--- config.mk ---
export PLATFORM = sky130hd
export DESIGN_NAME = cdb_arbiter
export DESIGN_NICKNAME = d
export VERILOG_FILES = /design/src/rtl/cdb_arbiter_pkg.sv /design/src/rtl/cdb_fifo.sv /design/src/rtl/cdb_arbiter.sv
export SDC_FILE = /design/constraint.sdc
export NUM_CORES = 1
export LEC_CHECK = 0
export ABC_CLOCK_PERIOD_IN_PS = 8600
export BUFFER_PORTS_ARGS = -buffer_cell sky130_fd_sc_hd__buf_4
export CAP_MARGIN = 20
export CORE_MARGIN = 10
export CORE_UTILIZATION = 60
export DETAILED_ROUTE_END_ITERATION = 16
export PLACE_DENSITY = 0.87
export SKIP_LAST_GASP = 1
export SYNTH_ARGS = -nofsm -noshare
export SYNTH_HDL_FRONTEND = slang
export SYNTH_HIERARCHICAL = 1
export SYNTH_SLANG_ARGS = --single-unit
--- constraint.sdc ---
create_clock -name clock -period 8.6 [get_ports clock]
set_clock_uncertainty 0.2 [all_clocks]
set_input_delay 1.29 -clock clock [delete_from_list [all_inputs] [get_ports clock]]
set_output_delay 1.29 -clock clock [all_outputs]
set_load 0.01 [all_outputs]
--- src/rtl/cdb_arbiter_pkg.sv ---
// Shared types for the common data bus arbiter: destination tag, completion packet
// and the default sizing of the FU completion ports.
package cdb_arbiter_pkg;
  localparam int CDB_NUM_FU     = 5;
  localparam int CDB_FIFO_DEPTH = 2;
  localparam int ROB_IDX_W      = 5;
  localparam int PHYS_REG_W     = 6;

  typedef struct packed {
    logic [PHYS_REG_W-1:0] phys_reg;
    logic                  ready;
    logic                  valid;
  } tag_t;

  localparam int TAG_W = $bits(tag_t);

  typedef struct packed {
    tag_t                 tag;
    logic [ROB_IDX_W-1:0] rob_idx;
  } cdb_packet_t;

  localparam int PKT_W = $bits(cdb_packet_t);

  // A tag leaving on the bus always announces a produced, valid value.
  function automatic tag_t broadcast_tag(input tag_t t);
    tag_t r;
    r       = t;
    r.ready = 1'b1;
    r.valid = 1'b1;
    return r;
  endfunction
endpackage

--- src/rtl/cdb_fifo.sv ---
// One FU completion FIFO holding CDB packets; pointers wrap naturally, flush empties it.
module cdb_fifo
  import cdb_arbiter_pkg::*;
#(
  parameter int DEPTH = 2
) (
  input  logic                     clock,
  input  logic                     reset,
  input  logic                     push,
  input  logic                     pop,
  input  logic                     flush,
  input  logic [PKT_W-1:0]         din,
  output logic [PKT_W-1:0]         head,
  output logic                     empty,
  output logic [$clog2(DEPTH):0]   count
);
  localparam int PW = $clog2(DEPTH);
  localparam int CW = PW + 1;

  logic [PKT_W-1:0] mem [DEPTH];
  logic [PW-1:0]    wr_ptr;
  logic [PW-1:0]    rd_ptr;

  always_ff @(posedge clock or negedge reset) begin
    if (!reset) begin
      wr_ptr <= '0;
      rd_ptr <= '0;
      count  <= '0;
    end else if (flush) begin
      wr_ptr <= '0;
      rd_ptr <= '0;
      count  <= '0;
    end else begin
      if (push) wr_ptr <= wr_ptr + PW'(1);
      if (pop)  rd_ptr <= rd_ptr + PW'(1);
      case ({push, pop})
        2'b10:   count <= count + CW'(1);
        2'b01:   count <= count - CW'(1);
        default: count <= count;
      endcase
    end
  end

  // Storage needs no reset: count gates every read of it.
  always_ff @(posedge clock) begin
    if (push && !flush) mem[wr_ptr] <= din;
  end

  assign head  = mem[rd_ptr];
  assign empty = (count == '0);
endmodule

--- src/rtl/cdb_arbiter.sv ---
// Collects FU completions into per-FU FIFOs and broadcasts one tag per cycle on the CDB,
// granting non-empty FIFOs round-robin starting at rr_ptr.
module cdb_arbiter
  import cdb_arbiter_pkg::*;
#(
  parameter int NUM_FU     = CDB_NUM_FU,
  parameter int FIFO_DEPTH = CDB_FIFO_DEPTH
) (
  input  logic                        clock,
  input  logic                        reset,
  input  logic                        interrupt,
  input  logic [NUM_FU-1:0]           fu_valid,
  input  logic [NUM_FU*TAG_W-1:0]     fu_tag,
  input  logic [NUM_FU*ROB_IDX_W-1:0] fu_rob_idx,
  output logic [NUM_FU-1:0]           fu_ready,
  output logic [TAG_W-1:0]            cdb,
  output logic                        cdb_en,
  output logic [ROB_IDX_W-1:0]        cdb_rob_idx
);
  localparam int RR_W = $clog2(NUM_FU);
  localparam int CW   = $clog2(FIFO_DEPTH) + 1;

  // Handshake: a completion transfers at a posedge where fu_valid[i] && fu_ready[i];
  // while fu_valid[i] && !fu_ready[i] the FU holds fu_tag/fu_rob_idx stable.
  logic [NUM_FU-1:0] push;
  logic [NUM_FU-1:0] pop;
  logic [NUM_FU-1:0] empty;
  logic [CW-1:0]     count [NUM_FU];
  cdb_packet_t       heads [NUM_FU];
  logic [RR_W-1:0]   rr_ptr;
  logic [RR_W-1:0]   winner;
  logic              win_valid;
  cdb_packet_t       win_pkt;

  for (genvar g = 0; g < NUM_FU; g++) begin : g_fu
    tag_t             in_tag;
    logic [PKT_W-1:0] head_bits;

    assign in_tag      = fu_tag[g*TAG_W +: TAG_W];
    assign fu_ready[g] = (count[g] != CW'(FIFO_DEPTH));
    // No-dest completions handshake normally but are never stored.
    assign push[g]     = fu_valid[g] && fu_ready[g] && in_tag.valid && !interrupt;
    assign pop[g]      = win_valid && (winner == RR_W'(g)) && !interrupt;
    assign heads[g]    = cdb_packet_t'(head_bits);

    cdb_fifo #(.DEPTH(FIFO_DEPTH)) u_fifo (
      .clock (clock),
      .reset (reset),
      .push  (push[g]),
      .pop   (pop[g]),
      .flush (interrupt),
      .din   ({in_tag, fu_rob_idx[g*ROB_IDX_W +: ROB_IDX_W]}),
      .head  (head_bits),
      .empty (empty[g]),
      .count (count[g])
    );
  end

  // Scan offsets from farthest to nearest so the candidate closest to rr_ptr wins.
  always_comb begin
    win_valid = 1'b0;
    winner    = '0;
    for (int k = NUM_FU - 1; k >= 0; k--) begin
      int idx;
      idx = int'(rr_ptr) + k;
      if (idx >= NUM_FU) idx = idx - NUM_FU;
      if (!empty[idx]) begin
        win_valid = 1'b1;
        winner    = RR_W'(idx);
      end
    end
  end

  assign win_pkt = heads[winner];

  always_ff @(posedge clock or negedge reset) begin
    if (!reset) begin
      cdb         <= '0;
      cdb_en      <= 1'b0;
      cdb_rob_idx <= '0;
      rr_ptr      <= '0;
    end else if (interrupt) begin
      cdb_en <= 1'b0;
      rr_ptr <= '0;
    end else if (win_valid) begin
      cdb         <= broadcast_tag(win_pkt.tag);
      cdb_rob_idx <= win_pkt.rob_idx;
      cdb_en      <= 1'b1;
      rr_ptr      <= (winner == RR_W'(NUM_FU - 1)) ? '0 : winner + RR_W'(1);
    end else begin
      cdb_en <= 1'b0;
    end
  end
endmodule

* Word-level counts from Yosys, hierarchy flattened
Memory sizes are Yosys's and may differ from the RTL's. Cells that the tools add are included.
Storage, ports and cells: flip-flop bits (word level) 37, bits in writable memories 130, input bits 73, output and inout port bits 19, word-level logic and storage cells 218, memories kept 5
Memories:
- g_fu[0].u_fifo.mem | depth 2, width 13, rd ports 1, clocked after Yosys merged registers in 0, write ports 1, RTL line cdb_fifo.sv:20 | logic [PKT_W-1:0] mem [DEPTH];
- g_fu[1].u_fifo.mem | depth 2, width 13, rd ports 1, clocked after Yosys merged registers in 0, write ports 1, RTL line cdb_fifo.sv:20
- g_fu[2].u_fifo.mem | depth 2, width 13, rd ports 1, clocked after Yosys merged registers in 0, write ports 1, RTL line cdb_fifo.sv:20
- g_fu[3].u_fifo.mem | depth 2, width 13, rd ports 1, clocked after Yosys merged registers in 0, write ports 1, RTL line cdb_fifo.sv:20
- g_fu[4].u_fifo.mem | depth 2, width 13, rd ports 1, clocked after Yosys merged registers in 0, write ports 1, RTL line cdb_fifo.sv:20
Cells by class: add/subtract/negate cells 30, $lt $le $gt $ge 11, equality and inequality tests 19, mux-type cells 78, bitwise operators 2, reduce and logical (&&, ||, !) cells 54
Operator list (count):
- < comparator 32 x 5 -> 1 bit (second input constant) | 5
- two-way mux 32 bit | 5
- two-way mux 1 bit | 47
- binary-select mux 13 bit (select 3 bit) | 1
- logical AND 1 bit | 30
- two-way mux 13 bit | 2
- two-way mux 3 bit | 8
- nonzero test 2 bit | 11
- case mux 2 bit (2 select lines) | 5
- subtractor 4 x 3 -> 5 bit (second input constant) | 4
- greater-or-equal comparator 4 x 3 -> 1 bit (second input constant) | 4
- binary-select mux 1 bit (select 3 bit) | 5
- nonzero test 3 bit | 5
- adder 1 bit (second input constant) | 10
- adder 2 x 1 -> 2 bit (second input constant) | 5
- == test 2 x 1 -> 1 bit (second input constant) | 5
- == test 2 bit (second input constant) | 5
- zero test 2 bit | 5
- two-way mux 2 bit | 5
- != test 2 bit (second input constant) | 5
- subtractor 2 x 1 -> 2 bit (second input constant) | 5
- adder 3 x 2 -> 4 bit (second input constant) | 2
- == test 3 x 2 -> 1 bit (second input constant) | 2
- adder 3 x 1 -> 4 bit (second input constant) | 1
- 12 further kinds | 12

* Longest topological paths before layout
Gate-level depths: netlist of run 1.
depth after elaboration 17, gate-level depth with buffers 20, depth with buffers taken out 18

* Modules after synthesis
Netlist of run 1, hierarchy kept.
By module, submodules not included:
- cdb_fifo (g_fu[1].u_fifo ...) | times used 4, cells each 60, area each 1151.1 µm²
- cdb_arbiter | times used 1, cells each 343, area each 2648.8 µm²
- cdb_fifo (g_fu[0].u_fifo) | times used 1, cells each 60, area each 1153.6 µm²

* Worst setup path after synthesis of run 1
OpenSTA, ideal clock, no wires.
path type reg2reg, from register rr_ptr[1], to register g_fu[3].u_fifo.count[1], library setup time 0.126 ns, arrival 4.290 ns, path slack 3.984 ns, cell stages (with the launch flop) 21, path through dfrtp_1 > buf_2 > inv_1 > ha_1 > inv_1 > ha_1 > a21oi_2 > mux2i_1 > a31oi_1 > a22o_1 > or3_4 > a211oi_1 > nor2_1 > clkbuf_1 > inv_1 > ha_1 > ha_1 > and2_1 > and3b_1 > nor3_1 > nor3b_2
On the way: longest elaborated chain between the ends 17, elaborated cells between the ends (all ways) 52
RTL lines:
- start, declared | RTL line cdb_arbiter.sv:30 | logic [RR_W-1:0] rr_ptr;
- start signal, assigned | RTL line cdb_arbiter.sv:89 | rr_ptr <= (winner == RR_W'(NUM_FU - 1)) ? '0 : winner + RR_W'(1);
- adder 3 x 3 -> 4 bit | RTL line cdb_arbiter.sv:65 | idx = int'(rr_ptr) + k;
- subtractor 4 x 3 -> 5 bit or greater-or-equal comparator 4 x 3 -> 1 bit (tied branches) | RTL line cdb_arbiter.sv:66 | if (idx >= NUM_FU) idx = idx - NUM_FU;
- two-way mux 32 bit | RTL line cdb_arbiter.sv:66
- binary-select mux 1 bit (select 3 bit) | RTL line cdb_arbiter.sv:67 | if (!empty[idx]) begin
- two-way mux 1 bit (not written as such) (2 in a row) | RTL line cdb_arbiter.sv:67
- two-way mux 3 bit (5 in a row) | RTL line cdb_arbiter.sv:67
- == test 3 x 2 -> 1 bit | RTL line cdb_arbiter.sv:43 | assign pop[g] = win_valid && (winner == RR_W'(g)) && !interrupt;
- logical AND 1 bit (*) (2 in a row) | RTL line cdb_arbiter.sv:43
- named net pop[3] | RTL line cdb_arbiter.sv:26 | logic [NUM_FU-1:0] pop;
- == test 2 x 1 -> 1 bit or == test 2 bit (tied branches) | RTL line cdb_fifo.sv:36 | case ({push, pop})
- case mux 2 bit (2 select lines) | RTL line cdb_fifo.sv:36
- two-way mux 2 bit | RTL line cdb_fifo.sv:29 | end else if (flush) begin
- end signal, assigned | RTL line cdb_fifo.sv:37 | 2'b10: count <= count + CW'(1);
- end signal, assigned | RTL line cdb_fifo.sv:38 | 2'b01: count <= count - CW'(1);
- end signal, assigned | RTL line cdb_fifo.sv:39 | default: count <= count;
- end, declared | RTL line cdb_fifo.sv:15 | output logic [$clog2(DEPTH):0] count
The timed path passes the listed nets; every way through them passes the cells marked *. The select of a mux whose other input is x is not followed. A chain may end at the register's enable or synchronous reset.

* Worst setup path in the final report of run 1
Same ends and word-level chain as after synthesis.

==> results of run 1 <==
per-layer routing:
layer,GRT usage [%],share of wire [%],vias up
li1,-,-,2498
met3,5.68,7.3,40
met1,25.4,41,2647
met2,34.0,50,268
met5,0,0,-
met4,6.71,2.4,0
area by class of cell:
| type | instances | area (um^2) |
|---|---|---|
| Inverter | 15 | 56.3 |
| Clock buffer | 20 | 457 |
| Tap cell | 172 | 215 |
| Fill cell | 792 | 3550 |
| Timing Repair Buffer | 96 | 721 |
| Clock inverter | 12 | 134 |
| Multi-Input combinational cell | 419 | 3230 |
| Sequential cell | 146 | 4200 |
worst paths after layout:
check                                           to  cells after the start      start  slack (ns)
setup reg to reg           g_fu[3].u_fifo/count[1]                     18  rr_ptr[1]        2.67
min in group asynchronous                   cdb[1]                      1      reset        0.65
setup / recovery           g_fu[3].u_fifo/count[1]                     18  rr_ptr[1]        2.67
hold / removal                              cdb[1]                      1     cdb[1]        0.31
max in group asynchronous                rr_ptr[2]                      1      reset        7.18
hold reg to reg                             cdb[1]                      1     cdb[1]        0.31
worst reg2reg max path: stages (launching register included):
cell,delay (ns)
sky130_fd_sc_hd__dfrtp_1,0.61
sky130_fd_sc_hd__inv_1,0.33
sky130_fd_sc_hd__ha_1,0.89
sky130_fd_sc_hd__mux2i_1,0.17
sky130_fd_sc_hd__a22o_1,0.26
sky130_fd_sc_hd__o32a_1,0.26
sky130_fd_sc_hd__or4b_1,0.56
sky130_fd_sc_hd__a222oi_1,0.37
sky130_fd_sc_hd__o211ai_1,0.18
sky130_fd_sc_hd__buf_4,0.20
sky130_fd_sc_hd__and2_1,0.16
sky130_fd_sc_hd__buf_4,0.27
sky130_fd_sc_hd__inv_1,0.20
sky130_fd_sc_hd__ha_1,0.17
sky130_fd_sc_hd__ha_1,0.14
sky130_fd_sc_hd__and2_1,0.26
sky130_fd_sc_hd__nor3b_1,0.31
sky130_fd_sc_hd__o21ai_0,0.10
sky130_fd_sc_hd__nor3b_2,0.16
cells in the final DEF (no fill, tap or decap), types with 3 or more instances in the layout:
master and n:
sky130_fd_sc_hd__a2111oi_2 10, sky130_fd_sc_hd__a211oi_1 16, sky130_fd_sc_hd__a21boi_0 13, sky130_fd_sc_hd__a21oi_1 18, sky130_fd_sc_hd__a221oi_1 3, sky130_fd_sc_hd__a22o_1 3
sky130_fd_sc_hd__a2bb2oi_1 3, sky130_fd_sc_hd__a31oi_1 15, sky130_fd_sc_hd__and2_1 7, sky130_fd_sc_hd__and3_1 4, sky130_fd_sc_hd__and3b_1 10, sky130_fd_sc_hd__buf_4 96
sky130_fd_sc_hd__clkbuf_16 17, sky130_fd_sc_hd__clkinv_4 3, sky130_fd_sc_hd__clkinvlp_4 5, sky130_fd_sc_hd__dfrtp_1 36, sky130_fd_sc_hd__edfxtp_1 110, sky130_fd_sc_hd__ha_1 14
sky130_fd_sc_hd__inv_1 14, sky130_fd_sc_hd__mux2_1 4, sky130_fd_sc_hd__mux2_2 51, sky130_fd_sc_hd__mux2i_1 20, sky130_fd_sc_hd__nand2_1 19, sky130_fd_sc_hd__nand2b_1 15
sky130_fd_sc_hd__nand3_1 11, sky130_fd_sc_hd__nor2_1 51, sky130_fd_sc_hd__nor2b_1 9, sky130_fd_sc_hd__nor3_1 12, sky130_fd_sc_hd__nor3_2 5, sky130_fd_sc_hd__nor3b_1 11
sky130_fd_sc_hd__nor3b_2 5, sky130_fd_sc_hd__o211ai_1 10, sky130_fd_sc_hd__o21a_1 3, sky130_fd_sc_hd__o21ai_0 14, sky130_fd_sc_hd__xnor2_1 14, sky130_fd_sc_hd__xor2_1 5
where the power goes:
group          switching, W  leakage [nW]  internal, W
Sequential        0.0000724          1.45     0.000837
Clock              0.000283         0.274     0.000442
Combinational       0.00134          1.69     0.000858
sequential cells by signal, indices dropped and copies added (netlist names):
signal / count
g_fu.u_fifo/mem: 110
g_fu.u_fifo/count: 10
cdb: 7
cdb_rob_idx: 5
g_fu.u_fifo/rd_ptr: 5
g_fu.u_fifo/wr_ptr: 5
rr_ptr: 3
cdb_en: 1
stage by stage:
| step | hold WS (ns) | utilization [%] |
|---|---|---|
| after global routing | 0.355 | 71.8 |
| after CTS | 0.322 | 71.8 |
| final | 0.314 | 71.8 |
| after detailed placement | 0.308 | 67.1 |
| after global placement | 0.281 | 67.1 |
| after floorplan | 0.316 | - |
==> out/results.ini, run 1 <==
[run_status]
status=finished, final reports clean

[timing]
grt_setup_unrepaired=no
layout_min_cycle_time_ns=5.93
setup_slack_ns=2.67
max_clock_freq_mhz=169
period_share_pct=69.0
relSlewSlack_pct=27.7
report.final.hold_viol_count=0
tns_ns=0
tightest_slew_ns=1.08
setup_viol=0
final-max-slew-violation-count=0

[logic_synthesis]
yosys_warnings=6
synth.net_count=700
syn_avg_cell_area_um2=12.6
synth_cells=613
netlist_area_um2=7690

[clock_network]
post-cts-setup-buffers=0
tritoncts.num_buffers=17
cts_root_buf=sky130_fd_sc_hd__clkbuf_16
clk_transition_reported_paths_ns=0.06
cts.hold.buffers_added=0
clock_tree_from_tritoncts=built
clkSinkCount=146
cts.htree.levels=4
clock_latency_ns=0.41
clock_tree.buffer_depth=2
cts_resized=0

[worst_setup_path]
endpoint_kind=flip-flop
cp-start-kind=flip-flop
path_common_cell=sky130_fd_sc_hd__ha_1
critical_path_peak_fanout=37
max_stage_delay_ns=0.89
criticalPathCategory=flip-flop to flip-flop
critPathTopFamily=simple AND/OR/NAND/NOR gates
worst-path-buf-inv=4
worst_ep_arrival_time_ns=6.01
worstPathCellList=inv_1 -> ha_1 -> mux2i_1 -> a22o_1 -> o32a_1 -> or4b_1 -> a222oi_1 -> o211ai_1 -> buf_4 -> and2_1 -> buf_4 -> inv_1 -> ha_1 -> ha_1 -> and2_1 -> nor3b_1 -> o21ai_0 -> nor3b_2
cp_data_required_time_ns=8.68
cpMaxStageDelayCell=sky130_fd_sc_hd__ha_1

[final_layout]
layoutNonFillerInstCount=880
final_area_um2=9020
layout-area-overhead-vs-synth_pct=17.3
fin_nets=782
ratio_of_cells_with_drive_above_1_in_the_final_layout_pct=29.8
n_antenna_cell=0

[route]
drcViolationCount=0
routed_via_density=6.20
drt_iter0_markers=431
ant_nets=0
routed-via-count=5453
routed_wl_um=18400
drt_pass1_iterations=5
routed_wire_length_per_instance_um=21.0

[place]
place.port_buffers=86
placed_cells_incl_taps=848
routability_cong=0.916
worst_setup_slack_after_placement_ns=2.84
place_area_um2=8430
dp.final_hpwl_um=12600

[grt]
number_of_global_route_vias_before_repair=5422
track_usage_pct=20.5
grt_residual_overflow=0
grt_pass1_wl_um=28800
antenna_violations_before_repair=0
grt_start_max_net_pins=40

[power_and_ir_drop]
post-layout-total-power_w=0.00384
p_leak_nw=3.42
ir_worst_vdd_mv=0.369
power_density_cells_nw_per_um2=425

[floorplan]
floorplan.initialDensity_pct=61.2
pin_count=92
num_rows=41
chipWidth_um=133
core_area_um2=12600
total_die_area_um2=17800
die_height_um=133

[flow_run]
drv.max_cap_violation_count=0

[worst_hold_path]
worst_hold_path_type=flip-flop to flip-flop

(Power assumes the default switching activity.)
==> run 2, diff against run 1 <==
- ABC_CLOCK_PERIOD_IN_PS: 8600 -> 4800
- CORE_UTILIZATION: 60 -> 54
- PLACE_DENSITY: 0.87 -> 0.83
- clock period: 8.6 -> 4.8 ns (I/O delays scaled with it)
==> out/results.ini, run 2 (synthesis gave the netlist of run 1 again) <==
[grt]
grt_pass1_wl_um=29600
track_usage_pct=19.0
grt_residual_overflow=0
antenna_violations_before_repair=0
grt_start_max_net_pins=40
number_of_global_route_vias_before_repair=5581

[power_and_ir_drop]
p_leak_nw=3.53
combPwrFrac_pct=57.6
share_clk_of_total_power_pct=19.5
ir_worst_vdd_mv=0.597
power_density_cells_nw_per_um2=764
p_seq_share_pct=22.9
p_sw_share_pct=42.5
power.internal_w=0.00405
netSwitchingPower_w=0.00300

[clock_network]
clock_tree_from_tritoncts=built
cts.hold.buffers_added=0
cts_root_buf=sky130_fd_sc_hd__clkbuf_16
clock_tree.buffer_depth=2
clock_latency_ns=0.41
clk_transition_reported_paths_ns=0.06
tritoncts.num_buffers=17
cts.htree.levels=4
clkSinkCount=146

[final_layout]
n_antenna_cell=0
final_area_um2=9220
layout-area-overhead-vs-synth_pct=19.8
largestRegisters=g_fu.u_fifo/mem x110, g_fu.u_fifo/count x10, cdb x7
regMostFlops=g_fu.u_fifo/mem
ratio_of_cells_with_drive_above_1_in_the_final_layout_pct=31.9
most-common-layout-cells=113 x sky130_fd_sc_hd__buf_4, 110 x sky130_fd_sc_hd__edfxtp_1, 51 x sky130_fd_sc_hd__nor2_1, 51 x sky130_fd_sc_hd__mux2_2, 36 x sky130_fd_sc_hd__dfrtp_1
fin_nets=799
final_core_util_pct=66.1
mostFrequentLayoutCell=sky130_fd_sc_hd__buf_4
largest_register_ffs=110

[route]
routed_wl_um=18900
drcViolationCount=0
routed-via-count=5471
routed_via_density=6.05
drt_iter0_markers=465
drt_pass1_iterations=5
ant_nets=0
routed_wire_length_per_instance_um=20.9

[run_status]
status=finished, final reports clean

[worst_hold_path]
worst_hold_path_type=primary input to async pin

[floorplan]
pin_count=92
floorplan.initialDensity_pct=55.2
chipWidth_um=139
core_area_um2=13900
num_rows=43
die_height_um=139
total_die_area_um2=19400

[worst_setup_path]
worst_ep_arrival_time_ns=4.73
cp-start-kind=flip-flop
cpMaxStageDelayCell=sky130_fd_sc_hd__or4b_1
path_common_cell=sky130_fd_sc_hd__buf_4
critical_path_peak_fanout=36
endpoint_kind=flip-flop
cp_data_required_time_ns=4.88
max_stage_delay_ns=0.55
worstPathCellList=clkinvlp_4 -> buf_4 -> ha_4 -> mux2i_1 -> a22o_1 -> o32a_1 -> or4b_1 -> a222oi_1 -> o211ai_1 -> and2_1 -> buf_4 -> ha_1 -> and3_1 -> and3b_1 -> o21ai_0 -> nor3b_2
critPathTopFamily=simple AND/OR/NAND/NOR gates
criticalPathCategory=flip-flop to flip-flop
worst-path-buf-inv=3

[timing]
fin_worst_hold_slack_ns=0.0597
period_share_pct=96.8
tightest_slew_ns=1.01
tns_ns=0
relSlewSlack_pct=32.2
report.final.hold_viol_count=0
max_clock_freq_mhz=215
layout_min_cycle_time_ns=4.65
final-max-slew-violation-count=0
setup_viol=0

[flow_run]
drv.max_cap_violation_count=0

[place]
place_area_um2=8540
dp.final_hpwl_um=13300
place.port_buffers=86
routability_cong=0.905

[run 2: timing repair]
action / 4_1_cts / 5_1_grt
resized for setup: 0 / 7
endpoints found under the setup margin: 0 / 7
setup buffers: 0 / 4
[run 2: per-layer routing]
metal / part of all wire, % / track usage [%] / up-vias
met5: 0 / 0 / -
li1: - / - / 2531
met3: 6.1 / 5.14 / 33
met1: 41 / 22.6 / 2687
met2: 51 / 32.2 / 220
met4: 2.1 / 6.86 / 0
[run 2: path summary, 6_finish.rpt]
check,startpoint,endpoint,slack [ns],cells after the start
setup / recovery,rr_ptr[1],g_fu[2].u_fifo/count[1],0.15,16
hold / removal,reset,g_fu[4].u_fifo/count[1],0.06,1
setup reg to reg,rr_ptr[1],g_fu[2].u_fifo/count[1],0.15,16
hold reg to reg,cdb[1],cdb[1],0.34,1
max in group asynchronous,reset,cdb_en,3.97,1
min in group clock,fu_rob_idx[18],g_fu[3].u_fifo/mem[0][3],0.29,1
[run 2: through the flow]
stage,instances,power (W),setup slack (ns)
after floorplan,613,0.00455,0.184
after global placement,869,0.00538,0.227
after detailed placement,869,0.00552,0.147
after CTS,901,0.00693,0.119
after global routing,905,0.00748,-0.0343
final,905,0.00705,0.154
[run 2: power groups by stage]
stage / Clock (W) / Combinational (W) / Sequential, W
2_1_floorplan: 0 / 0.00293 / 0.00162
3_3_place_gp: 0 / 0.00376 / 0.00162
3_5_place_dp: 0 / 0.00389 / 0.00163
4_1_cts: 0.00138 / 0.00394 / 0.00161
5_1_grt: 0.00144 / 0.00441 / 0.00163
6_report: 0.00137 / 0.00406 / 0.00161
[run 2: layout make-up]
class                      instances  area (um^2)
fill                             943         4720
timing repair buffer             113          848
sequential                       146         4200
inverter                          15         60.1
tap                              180          225
clock inverter                    13          184
multi-input combinational        419         3260
clock buffer                      19          433
==> run 3, diff against run 2 <==
- SETUP_SLACK_MARGIN: unset -> 0.3
==> out/results.ini, run 3 (synthesis gave the netlist of run 1 again) <==
[worst_setup_path]
cp-startpoint=rr_ptr[1]
cpMaxStageDelayCell=sky130_fd_sc_hd__or3_4
endpoint_kind=flip-flop
worstPathCellList=clkinv_4 -> ha_2 -> buf_4 -> nor2_1 -> o211ai_1 -> a21boi_0 -> o31a_1 -> or3_4 -> a211oi_4 -> nor2_1 -> inv_1 -> ha_1 -> ha_1 -> and2_4 -> and3b_1 -> o21ai_0 -> nor3b_2
cp_data_required_time_ns=4.93
worst_reg2reg_path_startpoint=rr_ptr[1]
r2r_slack_ns=0.48
criticalPathCategory=flip-flop to flip-flop
critical_path_peak_fanout=13
cp-start-kind=flip-flop
critPathTopFamily=simple AND/OR/NAND/NOR gates
max_stage_delay_ns=0.41
worst_ep_arrival_time_ns=4.45
timing.rr.end=g_fu[3].u_fifo/count[1]
ff2ff_path_depth=17
worst-path-buf-inv=3

[final_layout]
most-common-layout-cells=110 x sky130_fd_sc_hd__edfxtp_1, 109 x sky130_fd_sc_hd__buf_4, 51 x sky130_fd_sc_hd__mux2_2, 50 x sky130_fd_sc_hd__nor2_1, 36 x sky130_fd_sc_hd__dfrtp_1
ratio_of_cells_with_drive_above_1_in_the_final_layout_pct=33.5
largest_register_ffs=110
final_area_um2=9200
regMostFlops=g_fu.u_fifo/mem
final_core_util_pct=66.0
fin_nets=796
mostFrequentLayoutCell=sky130_fd_sc_hd__edfxtp_1
layout-area-overhead-vs-synth_pct=19.5
largestRegisters=g_fu.u_fifo/mem x110, g_fu.u_fifo/count x10, cdb x7
n_antenna_cell=0

[grt]
grt_pass1_wl_um=28800
grt_start_max_net_pins=40
number_of_global_route_vias_before_repair=5556
track_usage_pct=18.3
grt_residual_overflow=0
antenna_violations_before_repair=0

[timing]
max_clock_freq_mhz=232
period_share_pct=90.0
tightest_slew_ns=0.905
final-max-slew-violation-count=0
layout_min_cycle_time_ns=4.32
tns_ns=0
grt_setup_unrepaired=yes
relSlewSlack_pct=39.4
setup_slack_ns=0.481
setup_viol=0
report.final.hold_viol_count=0

[place]
place.port_buffers=86
routability_cong=0.959
worst_setup_slack_after_placement_ns=0.234
dp.final_hpwl_um=13000
place_area_um2=8530

[route]
routed-via-count=5393
routed_via_density=5.98
drt_pass1_iterations=5
ant_nets=0
routed_wire_length_per_instance_um=20.0
drt_iter0_markers=521
routed_wl_um=18000
drcViolationCount=0

[clock_network]
clk_transition_reported_paths_ns=0.06
cts_root_buf=sky130_fd_sc_hd__clkbuf_16
clock_tree_from_tritoncts=built
clkSinkCount=146
clock_tree.buffer_depth=2
cts.htree.levels=4
tritoncts.num_buffers=17
clock_latency_ns=0.41

[floorplan]
total_die_area_um2=19400
floorplan.initialDensity_pct=55.2
die_height_um=139
core_area_um2=13900
num_rows=43
pin_count=92
chipWidth_um=139

[power_and_ir_drop]
ir_worst_vdd_mv=0.530
post-layout-total-power_w=0.00699
power_density_cells_nw_per_um2=760
p_leak_nw=3.48

[flow_run]
drv.max_cap_violation_count=0

[worst_hold_path]
worst_hold_path_type=primary input to async pin

[run_status]
status=finished, final reports clean

## run 3: cell types whose count changed in the layout (fill, tap and decap cells not counted), moves of 2 or more
cell	change
sky130_fd_sc_hd__clkinv_2	+2
sky130_fd_sc_hd__and2_4	+2
sky130_fd_sc_hd__nor3_1	-2
sky130_fd_sc_hd__ha_2	+4
sky130_fd_sc_hd__bufinv_16	-3
sky130_fd_sc_hd__clkinvlp_4	+3
sky130_fd_sc_hd__nor3_2	+2
sky130_fd_sc_hd__ha_1	-3
sky130_fd_sc_hd__buf_4	-4
sky130_fd_sc_hd__clkinv_1	-2
sky130_fd_sc_hd__and2_1	-2
## run 3: worst max path at each step
stage / end / slack [ns] / cells after the start
final: g_fu[3].u_fifo/count[1] / 0.48 / 17
after global routing: g_fu[3].u_fifo/count[1] / 0.26 / 18
after CTS: g_fu[3].u_fifo/count[1] / 0.31 / 18
after detailed placement: g_fu[3].u_fifo/count[1] / 0.23 / 17
after global placement: g_fu[3].u_fifo/count[1] / 0.38 / 18
after floorplan: g_fu[3].u_fifo/count[1] / 0.33 / 18
## run 3: power by group
group	leakage, nW	internal (W)	switching [W]
clock network	0.253	0.000712	0.000491
registers	1.45	0.00150	0.000103
logic	1.78	0.00172	0.00246
total	3.48	0.00394	0.00305
## run 3: final cells by class
cell class	instances	area, um^2
Fill cell	991	4740
Tap cell	180	225
Inverter	15	61.3
Timing Repair Buffer	110	830
Sequential cell	146	4200
Multi-Input combinational cell	419	3330
Clock buffer	20	437
Clock inverter	12	109
## run 3: through the flow
| step | instances | hold WS (ns) |
|---|---|---|
| after floorplan | 613 | 0.224 |
| after global placement | 866 | 0.293 |
| after detailed placement | 866 | 0.316 |
| after CTS | 898 | 0.0719 |
| after global routing | 902 | 0.0970 |
| final | 902 | 0.0638 |
## run 3: routing by layer
metal | vias to the layer above | global-route usage (%) | wire (um)
met5 | - | 0 | 0
met3 | 25 | 4.19 | 892
met4 | 0 | 5.71 | 327
met1 | 2654 | 22.3 | 7580
met2 | 191 | 31.3 | 9240
li1 | 2523 | - | -
## run 3: what timing repair did
item | 4_1_cts | 5_1_grt
buffers inserted | 0 | 4
hold buffers | 0 | 0
pin swaps | 0 | 3
resized for setup | 3 | 21
endpoints found under the setup margin | 3 | 19
## run 3: worst register-to-register path: cells and delay by family, from the launching register on
family / cells / cell delay [ns]
and+or+nand+nor: 6 / 1.34
AOI/OAI and AO/OA: 5 / 1.12
adders and majority gates: 3 / 0.70
buffers and inverters: 3 / 0.47
DFF: 1 / 0.40
